`src/rtl/temp_led_pkg.sv`:
```
// Shared constants for the LED temperature meter: default parameters,
// the threshold table and the level-width helper.
package temp_led_pkg;

    localparam int DEF_ADC_W    = 12;
    localparam int DEF_LED_W    = 8;
    localparam int DEF_NUM_TH   = 6;
    localparam int DEF_AVG_LOG2 = 2;
    localparam int DEF_HYST     = 4;
    localparam int DEF_ALARM_N  = 3;

    // Thresholds in ADC counts, strictly descending (30 C .. 80 C).
    // A lower reading means a hotter sensor.
    localparam int TH_MAX = 6;
    localparam int TEMP_TH [TH_MAX] = '{3666, 3643, 3625, 3595, 3576, 3550};

    // Bits needed to hold a level in 0..num_th
    function automatic int level_width(input int num_th);
        return (num_th < 1) ? 1 : $clog2(num_th + 1);
    endfunction

endpackage

```
`src/rtl/temp_avg.sv`:
```
// Window averager: sums 2^AVG_LOG2 accepted samples and registers their
// truncated mean with a one-cycle mean_vld pulse. Dropping en discards
// any partial window.
module temp_avg import temp_led_pkg::*; #(
    parameter int ADC_W    = DEF_ADC_W,
    parameter int AVG_LOG2 = DEF_AVG_LOG2
) (
    input  logic             clk,
    input  logic             rst_n,
    input  logic             en,
    input  logic             adc_valid,
    input  logic [ADC_W-1:0] adc_dout,
    output logic [ADC_W-1:0] mean,
    output logic             mean_vld
);

    localparam int ACC_W = ADC_W + AVG_LOG2;
    localparam int CNT_W = (AVG_LOG2 > 0) ? AVG_LOG2 : 1;
    localparam logic [CNT_W-1:0] LAST_CNT = CNT_W'((1 << AVG_LOG2) - 1);

    logic [ACC_W-1:0] acc;
    logic [ACC_W-1:0] sum;
    logic [CNT_W-1:0] cnt;
    logic             last;

    assign sum  = acc + ACC_W'(adc_dout);
    assign last = (cnt == LAST_CNT);

    // Accumulate accepted samples; on the last one register the mean and restart
    always_ff @(posedge clk or negedge rst_n) begin
        if (!rst_n) begin
            acc      <= '0;
            cnt      <= '0;
            mean     <= '0;
            mean_vld <= 1'b0;
        end else begin
            mean_vld <= 1'b0;
            if (!en) begin
                acc <= '0;
                cnt <= '0;
            end else if (adc_valid) begin
                if (last) begin
                    acc      <= '0;
                    cnt      <= '0;
                    mean     <= sum[ACC_W-1:AVG_LOG2];
                    mean_vld <= 1'b1;
                end else begin
                    acc <= sum;
                    cnt <= cnt + 1'b1;
                end
            end
        end
    end

endmodule

```
`src/rtl/temp_led_meter.sv`:
```
// Thermometer-bar temperature meter. Averages ADC windows, maps the mean
// to a level with cooling hysteresis and drives an LED bar from the top.
// Optional sticky over-temperature alarm enabled by defining TEMP_ALARM_EN.
module temp_led_meter import temp_led_pkg::*; #(
    parameter int ADC_W    = DEF_ADC_W,
    parameter int LED_W    = DEF_LED_W,
    parameter int NUM_TH   = DEF_NUM_TH,
    parameter int AVG_LOG2 = DEF_AVG_LOG2,
    parameter int HYST     = DEF_HYST,
    parameter int ALARM_N  = DEF_ALARM_N
) (
    input  logic                            clk,
    input  logic                            rst_n,
    input  logic                            en,
    input  logic                            adc_valid,
    input  logic [ADC_W-1:0]                adc_dout,
    input  logic                            alarm_clr,
    output logic [LED_W-1:0]                led,
    output logic [level_width(NUM_TH)-1:0]  level,
    output logic                            upd,
    output logic                            alarm
);

    localparam int LVL_W = level_width(NUM_TH);
    localparam int CMP_W = ADC_W + 1;

    logic [ADC_W-1:0] mean;
    logic             mean_vld;
    logic [LVL_W-1:0] up;
    logic [LVL_W-1:0] dn;
    logic [LVL_W-1:0] level_nxt;

    temp_avg #(
        .ADC_W    (ADC_W),
        .AVG_LOG2 (AVG_LOG2)
    ) u_avg (
        .clk       (clk),
        .rst_n     (rst_n),
        .en        (en),
        .adc_valid (adc_valid),
        .adc_dout  (adc_dout),
        .mean      (mean),
        .mean_vld  (mean_vld)
    );

    // Count thresholds at or above the mean, plain and with the cooling margin
    always_comb begin
        up = '0;
        dn = '0;
        for (int i = 0; i < NUM_TH; i++) begin
            if ({1'b0, mean} <= CMP_W'(TEMP_TH[i]))
                up = up + 1'b1;
            if ({1'b0, mean} <= CMP_W'(TEMP_TH[i] + HYST))
                dn = dn + 1'b1;
        end
    end

    // Heating jumps straight up; cooling only drops once past the margin
    always_comb begin
        level_nxt = level;
        if (up > level)
            level_nxt = up;
        else if (dn < level)
            level_nxt = dn;
    end

    // Level register and the update strobe, one cycle after the mean lands
    always_ff @(posedge clk or negedge rst_n) begin
        if (!rst_n) begin
            level <= '0;
            upd   <= 1'b0;
        end else begin
            upd <= mean_vld;
            if (mean_vld)
                level <= level_nxt;
        end
    end

    // Light the bar from the top: bit i is lit when i >= NUM_TH - level
    always_comb begin
        led = '0;
        for (int i = 0; i < LED_W; i++)
            led[i] = (i >= (NUM_TH - int'(level)));
    end

`ifdef TEMP_ALARM_EN
    localparam int ACNT_W = (ALARM_N > 0) ? $clog2(ALARM_N + 1) : 1;

    logic [ACNT_W-1:0] alarm_cnt;
    logic [ACNT_W-1:0] alarm_cnt_nxt;
    logic              alarm_set;

    // Consecutive max-level updates, saturating; any cooler update restarts it
    always_comb begin
        alarm_cnt_nxt = alarm_cnt;
        if (level_nxt == LVL_W'(NUM_TH)) begin
            if (alarm_cnt != ACNT_W'(ALARM_N))
                alarm_cnt_nxt = alarm_cnt + 1'b1;
        end else begin
            alarm_cnt_nxt = '0;
        end
    end

    assign alarm_set = mean_vld && (alarm_cnt_nxt == ACNT_W'(ALARM_N));

    // Sticky alarm; a set landing with a clear takes priority
    always_ff @(posedge clk or negedge rst_n) begin
        if (!rst_n) begin
            alarm_cnt <= '0;
            alarm     <= 1'b0;
        end else begin
            if (mean_vld)
                alarm_cnt <= alarm_cnt_nxt;
            alarm <= alarm_set | (alarm & ~alarm_clr);
        end
    end
`else
    logic unused_alarm_clr;

    assign unused_alarm_clr = alarm_clr;
    assign alarm            = 1'b0;
`endif

endmodule

```
`config.mk`:
```
export PLATFORM = sky130hd
export DESIGN_NAME = temp_led_meter
export DESIGN_NICKNAME = d
export VERILOG_FILES = /design/src/rtl/temp_led_pkg.sv /design/src/rtl/temp_avg.sv /design/src/rtl/temp_led_meter.sv
export SDC_FILE = /design/constraint.sdc
export NUM_CORES = 1
export LEC_CHECK = 0
export CELL_PAD_IN_SITES_DETAIL_PLACEMENT = 2
export CELL_PAD_IN_SITES_GLOBAL_PLACEMENT = 2
export CORE_ASPECT_RATIO = 1.5
export CORE_MARGIN = 1
export CORE_UTILIZATION = 30
export CTS_BUF_LIST = sky130_fd_sc_hd__clkbuf_8
export CTS_CLUSTER_DIAMETER = 80
export DETAILED_ROUTE_END_ITERATION = 12
export PLACE_DENSITY = 0.8
export SLEW_MARGIN = 10
export SYNTH_ARGS = -nofsm -noshare
export SYNTH_HDL_FRONTEND = slang
export SYNTH_SLANG_ARGS = --single-unit
```
`constraint.sdc`:
```
create_clock -name clk -period 6.2 [get_ports clk]
set_input_delay 1.55 -clock clk [delete_from_list [all_inputs] [get_ports clk]]
set_output_delay 1.55 -clock clk [all_outputs]
set_load 0.02 [all_outputs]
```
==> impl_metrics.py, run 1 <==
metrics = {
    "run_status": {
        "outcome": "completed",
    },
    "critical_path": {
        "worstSetupEndpointType": "register",
        "crit_arrival_ns": 5.75,
        "start_kind": "register",
        "worstPathRequired_ns": 6.36,
        "reg2reg_depth": 22,
        "crit_fanout": 6,
        "worst-setup-path-type": "reg -> reg",
    },
    "synthesis": {
        "ys_seq_area_share_pct": 28.5,
        "yosys.area_share.simple_pct": 20.1,
        "yosys_warnings": 0,
        "synth_mux_area_share_pct": 3.41,
        "synth_cell_types": 64,
        "synth-async-reset-ratio_pct": 100,
        "synth_nets": 381,
        "synth_top_family_by_area": "compound AO/OA/AOI/OAI gates",
        "synth_compound_area_share_pct": 20.8,
        "syn_area_per_cell_sq_um": 8.74,
        "synthAdderAreaFrac_pct": 14.1,
        "syn-instance-count": 332,
        "ys.flop_type": "dfrtp_1",
        "syn_area_sq_um": 2900,
        "synthXorXnorAreaFrac_pct": 8.80,
        "synth_top_area_share_pct": 28.5,
        "synth-edff-count": 0,
        "yosysTopAreaCell": "dfrtp_1",
        "synth_seq_cells": 33,
        "synth_area_leaders": "dfrtp_1, ha_1, xnor2_1",
    },
    "placed_design": {
        "dp_slack_ns": 0.602,
        "hpwl_um": 6400,
        "place_congestion": 0.822,
        "portBuffers": 26,
    },
    "sta": {
        "tightest_slew_ns": 0.910,
        "setup_viol": 0,
        "fin_ws_ns": 0.611,
        "skew_ns": 0.00912,
        "max_slew_margin_pct": 39.1,
        "period_minus_slack_ns": 5.59,
        "hold_viol": 0,
        "slew_viol_final": 0,
        "tns_ns": 0,
        "finalCritPeriodShare_pct": 90.1,
        "fmax_mhz": 179,
        "grt_setup_unrepaired": "false",
    },
    "finish": {
        "multi_input_area_sq_um": 1950,
        "area_growth_pct": 16.4,
        "num_antenna_cells": 0,
        "n_fill_cell": 1063,
        "nets": 407,
        "seq_area_sq_um": 826,
        "drive_above_1_share_pct": 10.6,
        "fin_util_pct": 36.3,
    },
    "hold_path": {
        "hold_depth": 0,
        "hold_path.class": "reg -> reg",
    },
    "power": {
        "ir_drop_mv": 0.143,
        "power.density_nw_per_um2": 251,
        "total_leakage_power_uw": 0.00150,
        "p_total_uw": 848,
    },
    "cts": {
        "cts_resized": 0,
        "clk_pin_slew_worst_paths_ns": 0.07,
        "cts_max_level": 2,
        "cts_tree": "done",
        "clockBufferDepth": 2,
        "root_buffer": "clkbuf_8",
        "clk_latency_ns": 0.30,
        "cts_sinks": 33,
        "post_cts_buffers": 0,
        "cts_buffers": 5,
        "ctsHoldBuffers": 0,
    },
    "routing": {
        "drt-total-wl_um": 7930,
        "via_per_inst": 5.36,
        "antenna_left": 0,
        "drc": 0,
        "drt-initial-drc-count": 35,
        "wl_per_cell_um": 16.8,
        "via_count": 2524,
        "firstDrtPassIters": 4,
    },
    "run": {
        "max_cap_viol_count": 0,
    },
    "grt": {
        "grt_pass1_wl_um": 13500,
        "grt_max_degree": 34,
        "grt_use_total_pct": 17.8,
        "antenna_found_initial": 0,
        "grt_pass1_vias": 2789,
        "grt-ovfl-total": 0,
    },
    "floorplan": {
        "initial_utilization_pct": 31.2,
        "die-area_sq_um": 10100,
        "core_area_sq_um": 9310,
        "die_x_um": 82.3,
        "io_pins": 30,
        "rows": 43,
        "die_h_um": 122,
    },
}
==> where the power goes <==
group	internal [uW]	total, uW	switching, uW
registers	250	298	48.8
logic	160	364	204
clock network	100	186	85.9
total	510	848	338
==> metal layers <==
metal / wire [um] / global-route usage [%] / vias up
li1: - / - / 1230
met4: 161 / 6.25 / 0
met5: 0 / 0 / -
met2: 4740 / 35.8 / 23
met1: 2920 / 17.6 / 1261
met3: 104 / 2.23 / 10
==> state kept, by name, summed over array words and instances (netlist names) <==
| signal | flops |
|---|---|
| u_avg.acc | 14 |
| u_avg.mean | 12 |
| level | 3 |
| u_avg.cnt | 2 |
| u_avg.mean_vld | 1 |
| upd | 1 |
==> kinds of logic after synthesis <==
group	Yosys count
adder cells (fa/ha/maj)	32
AND/OR/NAND/NOR	119
multiplexers	9
other	2
AO/OA/AOI/OAI	86
flip-flops	33
buffers and inverters	26
XOR/XNOR	25
==> layout by cell type (no fill, tap or decap), drive strengths merged, types with 2 or more instances in the layout <==
| cell type | count |
|---|---|
| a21boi | 3 |
| a21o | 5 |
| a21oi | 17 |
| a22o | 10 |
| a31o | 3 |
| a31oi | 4 |
| a41oi | 3 |
| and2 | 4 |
| and3 | 3 |
| buf | 6 |
| clkbuf | 7 |
| clkdlybuf4s50 | 26 |
| clkinv | 2 |
| conb | 2 |
| dfrtp | 33 |
| ha | 31 |
| inv | 12 |
| mux2 | 7 |
| mux2i | 2 |
| nand2 | 39 |
| nand2b | 3 |
| nand3 | 7 |
| nand4 | 2 |
| nor2 | 30 |
| nor2b | 4 |
| nor3 | 7 |
| nor3b | 2 |
| nor4 | 3 |
| o21a | 5 |
| o21ai | 21 |
| o21bai | 2 |
| o31ai | 4 |
| or2 | 6 |
| or3 | 3 |
| xnor2 | 20 |
| xor2 | 4 |
==> final timing paths <==
path | startpoint | to | slack, ns
max | u_avg.mean[7] | level[2] | 0.61
min | u_avg.mean_vld | upd | 0.48
max reg2reg | u_avg.mean[7] | level[2] | 0.61
min reg2reg | u_avg.mean_vld | upd | 0.48
max in group asynchronous | rst_n | level[0] | 4.23
min in group asynchronous | rst_n | u_avg.acc[1] | 1.65
==> stage by stage <==
step	cells	hold slack, ns	area [sq um]
floorplan	332	0.400	2900
global placement	463	0.439	3270
detailed placement	463	0.465	3270
CTS	471	0.483	3380
global route	471	0.508	3380
finish	471	0.477	3380
==> final cells by class <==
type | count | share of cell area (%)
multi-input combinational | 273 | 57.9
clock buffer | 7 | 2.85
sequential | 33 | 24.5
clock inverter | 1 | 0.148
timing repair buffer | 32 | 9.04
tap | 112 | 4.15
inverter | 13 | 1.45
==> critical path: stages, from the launching register on <==
cell,delay [ns]
dfrtp_1,0.43
nor2_1,0.32
nand4_1,0.13
nor4b_1,0.38
nor2_1,0.10
o31a_1,0.31
ha_1,0.40
or3_1,0.42
a31o_2,0.25
ha_1,0.30
nor2_1,0.14
nor2_1,0.07
ha_1,0.22
a21oi_1,0.12
o21ai_0,0.12
xnor2_1,0.34
inv_1,0.10
ha_1,0.31
a21oi_1,0.07
a31oi_1,0.41
o21ai_0,0.21
o21ai_2,0.14
o221ai_1,0.17
==> cell usage after synthesis, types with 3 or more instances <==
library cell and count:
and3_1 3, a31o_2 3, and2_1 4, nand2_1 39
a22o_1 10, nor2_1 30, a21o_1 5, xor2_1 3
nand3_1 7, a31oi_1 4, o21ai_0 19, xnor2_1 18
mux2_2 6, o21a_1 5, nor2b_1 4, a21oi_1 17
nand2b_1 3, or2_2 6, dfrtp_1 33, buf_2 6
a41oi_1 3, ha_1 31, clkbuf_1 4, nor3_1 7
inv_1 12
Power figures use the tool's default switching activity.
==> run 2, diff against run 1 <==
--- a/config.mk
+++ b/config.mk
@@ -14,6 +14,7 @@
 export CTS_CLUSTER_DIAMETER = 80
 export DETAILED_ROUTE_END_ITERATION = 12
 export PLACE_DENSITY = 0.8
+export REMOVE_ABC_BUFFERS = 1
 export SLEW_MARGIN = 10
 export SYNTH_ARGS = -nofsm -noshare
 export SYNTH_HDL_FRONTEND = slang
==> constraint.sdc (replaced) <==
create_clock -name clk -period 6.55 [get_ports clk]
set_input_delay 1.6375 -clock clk [delete_from_list [all_inputs] [get_ports clk]]
set_output_delay 1.6375 -clock clk [all_outputs]
set_load 0.02 [all_outputs]
==> impl_metrics.py, run 2 (same netlist as run 1, synthesis figures left out) <==
metrics = {
    "critical_path": {
        "worstPathRequired_ns": 6.71,
        "crit_top_cell": "ha_1",
        "crit_arrival_ns": 5.89,
        "critPathMaxStageDelay_ns": 0.46,
        "crit_fanout": 11,
        "crit_path_cell_trace": "and3_1, nand4_1, nor4b_1, nor2_1, o31a_1, ha_1, or3_1, a31o_2, ha_1, nor2_1, nor2_1, ha_1, a21oi_1, o21ai_0, xnor2_1, inv_1, ha_1, a21oi_1, a31oi_1, o21ai_0, o21ai_2, o221ai_1",
        "reg2reg_depth": 22,
        "cpMaxStageDelayCell": "and3_1",
        "worst-setup-path-type": "reg -> reg",
        "worstSetupEndpointType": "register",
        "start_kind": "register",
    },
    "cts": {
        "cts_tree": "done",
        "cts_buffers": 5,
        "ctsHoldBuffers": 0,
        "clockBufferDepth": 2,
        "cts_resized": 0,
        "cts_sinks": 33,
        "clk_pin_slew_worst_paths_ns": 0.07,
        "root_buffer": "clkbuf_8",
        "post_cts_buffers": 0,
        "clk_latency_ns": 0.30,
        "cts_max_level": 2,
    },
    "power": {
        "p_int_uw": 507,
        "swShare_pct": 39.0,
        "clkPwrFrac_pct": 24.5,
        "ir_drop_mv": 0.103,
        "total_leakage_power_uw": 0.00148,
        "p_sw_uw": 325,
        "combPwrFrac_pct": 40.4,
        "seqPwrFrac_pct": 35.1,
        "power.density_nw_per_um2": 247,
    },
    "routing": {
        "drt-total-wl_um": 7950,
        "via_count": 2546,
        "via_per_inst": 5.45,
        "drt-initial-drc-count": 25,
        "wl_per_cell_um": 17.0,
        "drc": 0,
        "antenna_left": 0,
        "firstDrtPassIters": 4,
    },
    "sta": {
        "fmax_mhz": 175,
        "finalCritPeriodShare_pct": 87.4,
        "setup_viol": 0,
        "fin_ws_ns": 0.823,
        "period_minus_slack_ns": 5.73,
        "hold_viol": 0,
        "slew_viol_final": 0,
        "tightest_slew_ns": 1.19,
        "tns_ns": 0,
        "max_slew_margin_pct": 20.4,
        "skew_ns": 0.00826,
        "grt_setup_unrepaired": "false",
    },
    "placed_design": {
        "place_congestion": 0.774,
        "hpwl_um": 6270,
        "portBuffers": 26,
        "dp_slack_ns": 0.806,
    },
    "grt": {
        "grt-ovfl-total": 0,
        "gr-usage-met2_pct": 33.3,
        "grt_most_used_layer": "met2",
        "grt.met3_usage_pct": 1.41,
        "grt_pass1_wl_um": 13500,
        "grt_max_degree": 34,
        "grt_use_total_pct": 17.6,
        "grt_use_met1_pct": 18.4,
        "grt_pass1_vias": 2861,
        "antenna_found_initial": 0,
    },
    "run": {
        "max_cap_viol_count": 0,
    },
    "finish": {
        "final_common_cell": "nand2_1",
        "area_growth_pct": 16.0,
        "top_regs": "u_avg.acc x14, u_avg.mean x12, level x3",
        "final_cell_mix": "nand2_1, dfrtp_1, ha_1, nor2_1, clkdlybuf4s50_1",
        "top_register": "u_avg.acc",
        "num_antenna_cells": 0,
        "nets": 403,
        "largest_reg_flops": 14,
        "drive_above_1_share_pct": 9.58,
    },
    "floorplan": {
        "die-area_sq_um": 10100,
        "initial_utilization_pct": 31.2,
        "rows": 43,
        "die_h_um": 122,
        "io_pins": 30,
        "die_x_um": 82.3,
        "core_area_sq_um": 9310,
    },
    "hold_path": {
        "hold_path.class": "reg -> reg",
        "hold_depth": 0,
    },
    "run_status": {
        "outcome": "completed",
    },
}
==> run 2: cell types whose count changed in the layout (fill, tap and decap cells not counted), sizes merged <==
| cell | previous run | this run |
|---|---|---|
| buf | 6 | 2 |
| bufinv | 0 | 1 |
| clkbuf | 7 | 6 |
| clkinv | 2 | 1 |
| clkinvlp | 0 | 1 |
==> run 2: area by class of cell <==
| class | instances | area, sq um |
|---|---|---|
| Inverter | 13 | 48.8 |
| Fill cell | 1065 | 5940 |
| Tap cell | 112 | 140 |
| Multi-Input combinational cell | 273 | 1950 |
| Clock inverter | 2 | 37.5 |
| Timing Repair Buffer | 28 | 275 |
| Sequential cell | 33 | 826 |
| Clock buffer | 6 | 82.6 |
==> run 2: through the flow <==
stage,cells,total power (uW),util (%),area [sq um],hold WS (ns)
floorplan,319,504,-,2830,0.400
global placement,459,609,34.9,3240,0.436
detailed placement,459,631,34.9,3240,0.468
CTS,467,842,36.1,3360,0.480
global route,467,887,36.1,3360,0.498
finish,467,832,36.1,3360,0.498
==> run 2: critical path, delay by kind of cell, from the launching register on <==
kind | cells | cell delay, ns
fa+ha+maj | 4 | 1.24
xor+xnor | 1 | 0.35
buf+inv | 1 | 0.08
compound gates | 9 | 1.82
simple gates | 7 | 1.71
flops | 1 | 0.40
==> run 2: path summary, 6_finish.rpt <==
kind	start	end	slack [ns]
min in group asynchronous	rst_n	u_avg.cnt[1]	1.75
worst min register to register	u_avg.mean_vld	upd	0.50
worst min-delay path	u_avg.mean_vld	upd	0.50
worst max register to register	u_avg.mean[11]	level[2]	0.82
worst max-delay path	u_avg.mean[11]	level[2]	0.82
max in group asynchronous	rst_n	u_avg.mean[6]	4.49
==> run 2: layer usage <==
metal | vias to the layer above | wire [um] | part of all wire, %
met5 | - | 0 | 0
met4 | 0 | 336 | 4.2
met3 | 20 | 123 | 1.5
met2 | 37 | 4480 | 56
met1 | 1259 | 3000 | 38
li1 | 1230 | - | -
==> run 2: power groups by stage <==
| stage | Sequential, uW | Combinational (uW) | Clock, uW |
|---|---|---|---|
| after detailed placement | 294 | 336 | 0 |
| final | 292 | 336 | 204 |
| after CTS | 292 | 342 | 209 |
| after floorplan | 283 | 221 | 0 |
| after global placement | 292 | 317 | 0 |
| after global routing | 299 | 373 | 215 |
==> run 3, diff against run 2 <==
--- a/config.mk
+++ b/config.mk
@@ -8,7 +8,7 @@
 export CELL_PAD_IN_SITES_DETAIL_PLACEMENT = 2
 export CELL_PAD_IN_SITES_GLOBAL_PLACEMENT = 2
 export CORE_ASPECT_RATIO = 1.5
-export CORE_MARGIN = 1
+export CORE_MARGIN = 5
 export CORE_UTILIZATION = 30
 export CTS_BUF_LIST = sky130_fd_sc_hd__clkbuf_8
 export CTS_CLUSTER_DIAMETER = 80
==> impl_metrics.py, run 3 (same netlist as run 1, synthesis figures left out) <==
metrics = {
    "cts": {
        "clk_latency_ns": 0.29,
        "cts_tree": "done",
        "cts_sinks": 33,
        "clk_pin_slew_worst_paths_ns": 0.07,
        "cts_max_level": 2,
        "cts_buffers": 5,
        "clockBufferDepth": 2,
        "ctsHoldBuffers": 0,
        "root_buffer": "clkbuf_8",
        "cts_resized": 0,
        "post_cts_buffers": 0,
    },
    "sta": {
        "slew_viol_final": 0,
        "tns_ns": 0,
        "setup_viol": 0,
        "fmax_mhz": 174,
        "grt_setup_unrepaired": "false",
        "fin_ws_ns": 0.804,
        "tightest_slew_ns": 0.864,
        "finalCritPeriodShare_pct": 87.7,
        "hold_viol": 0,
        "period_minus_slack_ns": 5.75,
        "skew_ns": 0.0121,
        "max_slew_margin_pct": 42.2,
    },
    "placed_design": {
        "place_congestion": 0.791,
        "dp_slack_ns": 0.773,
        "hpwl_um": 6330,
        "portBuffers": 26,
    },
    "routing": {
        "drt-initial-drc-count": 57,
        "firstDrtPassIters": 4,
        "drt-total-wl_um": 7850,
        "antenna_left": 0,
        "wl_per_cell_um": 16.7,
        "via_count": 2525,
        "via_per_inst": 5.36,
        "drc": 0,
    },
    "critical_path": {
        "cpMaxStageDelayCell": "and3_1",
        "cp.depth": 22,
        "cp_top_family": "simple AND/OR/NAND/NOR gates",
        "worst-setup-path-type": "reg -> reg",
        "crit_top_cell": "ha_1",
        "timing.rr.end": "level[2]",
        "start_kind": "register",
        "crit_fanout": 11,
        "reg2reg_slack_ns": 0.80,
        "critPathMaxStageDelay_ns": 0.48,
        "worstSetupEndpointType": "register",
        "crit_arrival_ns": 5.90,
        "worstPathBufferInverterCount": 1,
        "reg2reg_depth": 22,
        "worstPathRequired_ns": 6.70,
        "critical_path.startpoint": "u_avg.mean[9]",
        "crit_path_cell_trace": "and3_1, nand4_1, nor4b_1, nor2_1, o31a_1, ha_1, or3_1, a31o_2, ha_1, nor2_1, nor2_1, ha_1, a21oi_1, o21ai_0, xnor2_1, inv_1, ha_1, a21oi_1, a31oi_1, o21ai_0, o21ai_2, o221ai_1",
        "crit_path_end": "level[2]",
        "r2r_start": "u_avg.mean[9]",
    },
    "hold_path": {
        "min_from": "u_avg.mean_vld",
        "hold_path.class": "reg -> reg",
    },
    "grt": {
        "grt_pass1_wl_um": 13300,
        "antenna_found_initial": 0,
        "grt_pass1_vias": 2840,
        "grt_max_degree": 34,
        "grt_use_total_pct": 13.8,
        "grt-ovfl-total": 0,
    },
    "floorplan": {
        "initial_utilization_pct": 30.3,
        "rows": 44,
        "die_h_um": 130,
        "die_x_um": 90.3,
        "io_pins": 30,
        "core_area_sq_um": 9580,
        "die-area_sq_um": 11800,
    },
    "finish": {
        "top_register": "u_avg.acc",
        "nets": 404,
        "largest_reg_flops": 14,
        "area_growth_pct": 16.3,
        "num_antenna_cells": 0,
        "final_cell_mix": "nand2_1, dfrtp_1, ha_1, nor2_1, clkdlybuf4s50_1",
        "drive_above_1_share_pct": 9.55,
        "final_common_cell": "nand2_1",
        "top_regs": "u_avg.acc x14, u_avg.mean x12, level x3",
    },
    "power": {
        "p_total_uw": 823,
        "power.density_nw_per_um2": 244,
        "total_leakage_power_uw": 0.00149,
        "ir_drop_mv": 0.105,
    },
    "run": {
        "max_cap_viol_count": 0,
    },
    "run_status": {
        "outcome": "completed",
    },
}
[run 3: layout make-up]
cell class	instances	area, sq um
fill	1109	6210
multi-input combinational	273	1950
sequential	33	826
timing repair buffer	29	283
tap	115	144
clock buffer	6	82.6
inverter	13	48.8
clock inverter	2	33.8
[run 3: through the flow]
step           hold slack, ns  util, %  instance area [sq um]  instances
6_report                0.474     35.2                   3370        471
3_3_place_gp            0.456     33.9                   3250        462
3_5_place_dp            0.473     33.9                   3250        462
4_1_cts                 0.491     35.1                   3360        470
2_1_floorplan           0.400        -                   2830        319
5_1_grt                 0.514     35.2                   3370        471
[run 3: worst min path at each step]
stage                     end  slack (ns)  cells past startpoint
after detailed placement  upd        0.47                      0
final                     upd        0.47                      0
after floorplan           upd        0.40                      0
after global routing      upd        0.51                      0
after CTS                 upd        0.49                      0
after global placement    upd        0.46                      0
[run 3: report_power, final]
part | switching (uW) | total [uW] | leakage [uW] | internal, uW
logic | 184 | 332 | 0.000985 | 147
registers | 56.5 | 293 | 0.000444 | 236
clock network | 76.3 | 199 | 0.0000626 | 122
total | 317 | 823 | 0.00149 | 506
[run 3: metal layers]
metal | global-route usage, % | share of wire (%) | vias to the layer above
li1 | - | - | 1223
met1 | 13.4 | 38 | 1269
met2 | 29.4 | 59 | 23
met3 | 0.974 | 1.3 | 10
met4 | 5.43 | 2.0 | 0
met5 | 0 | 0 | -
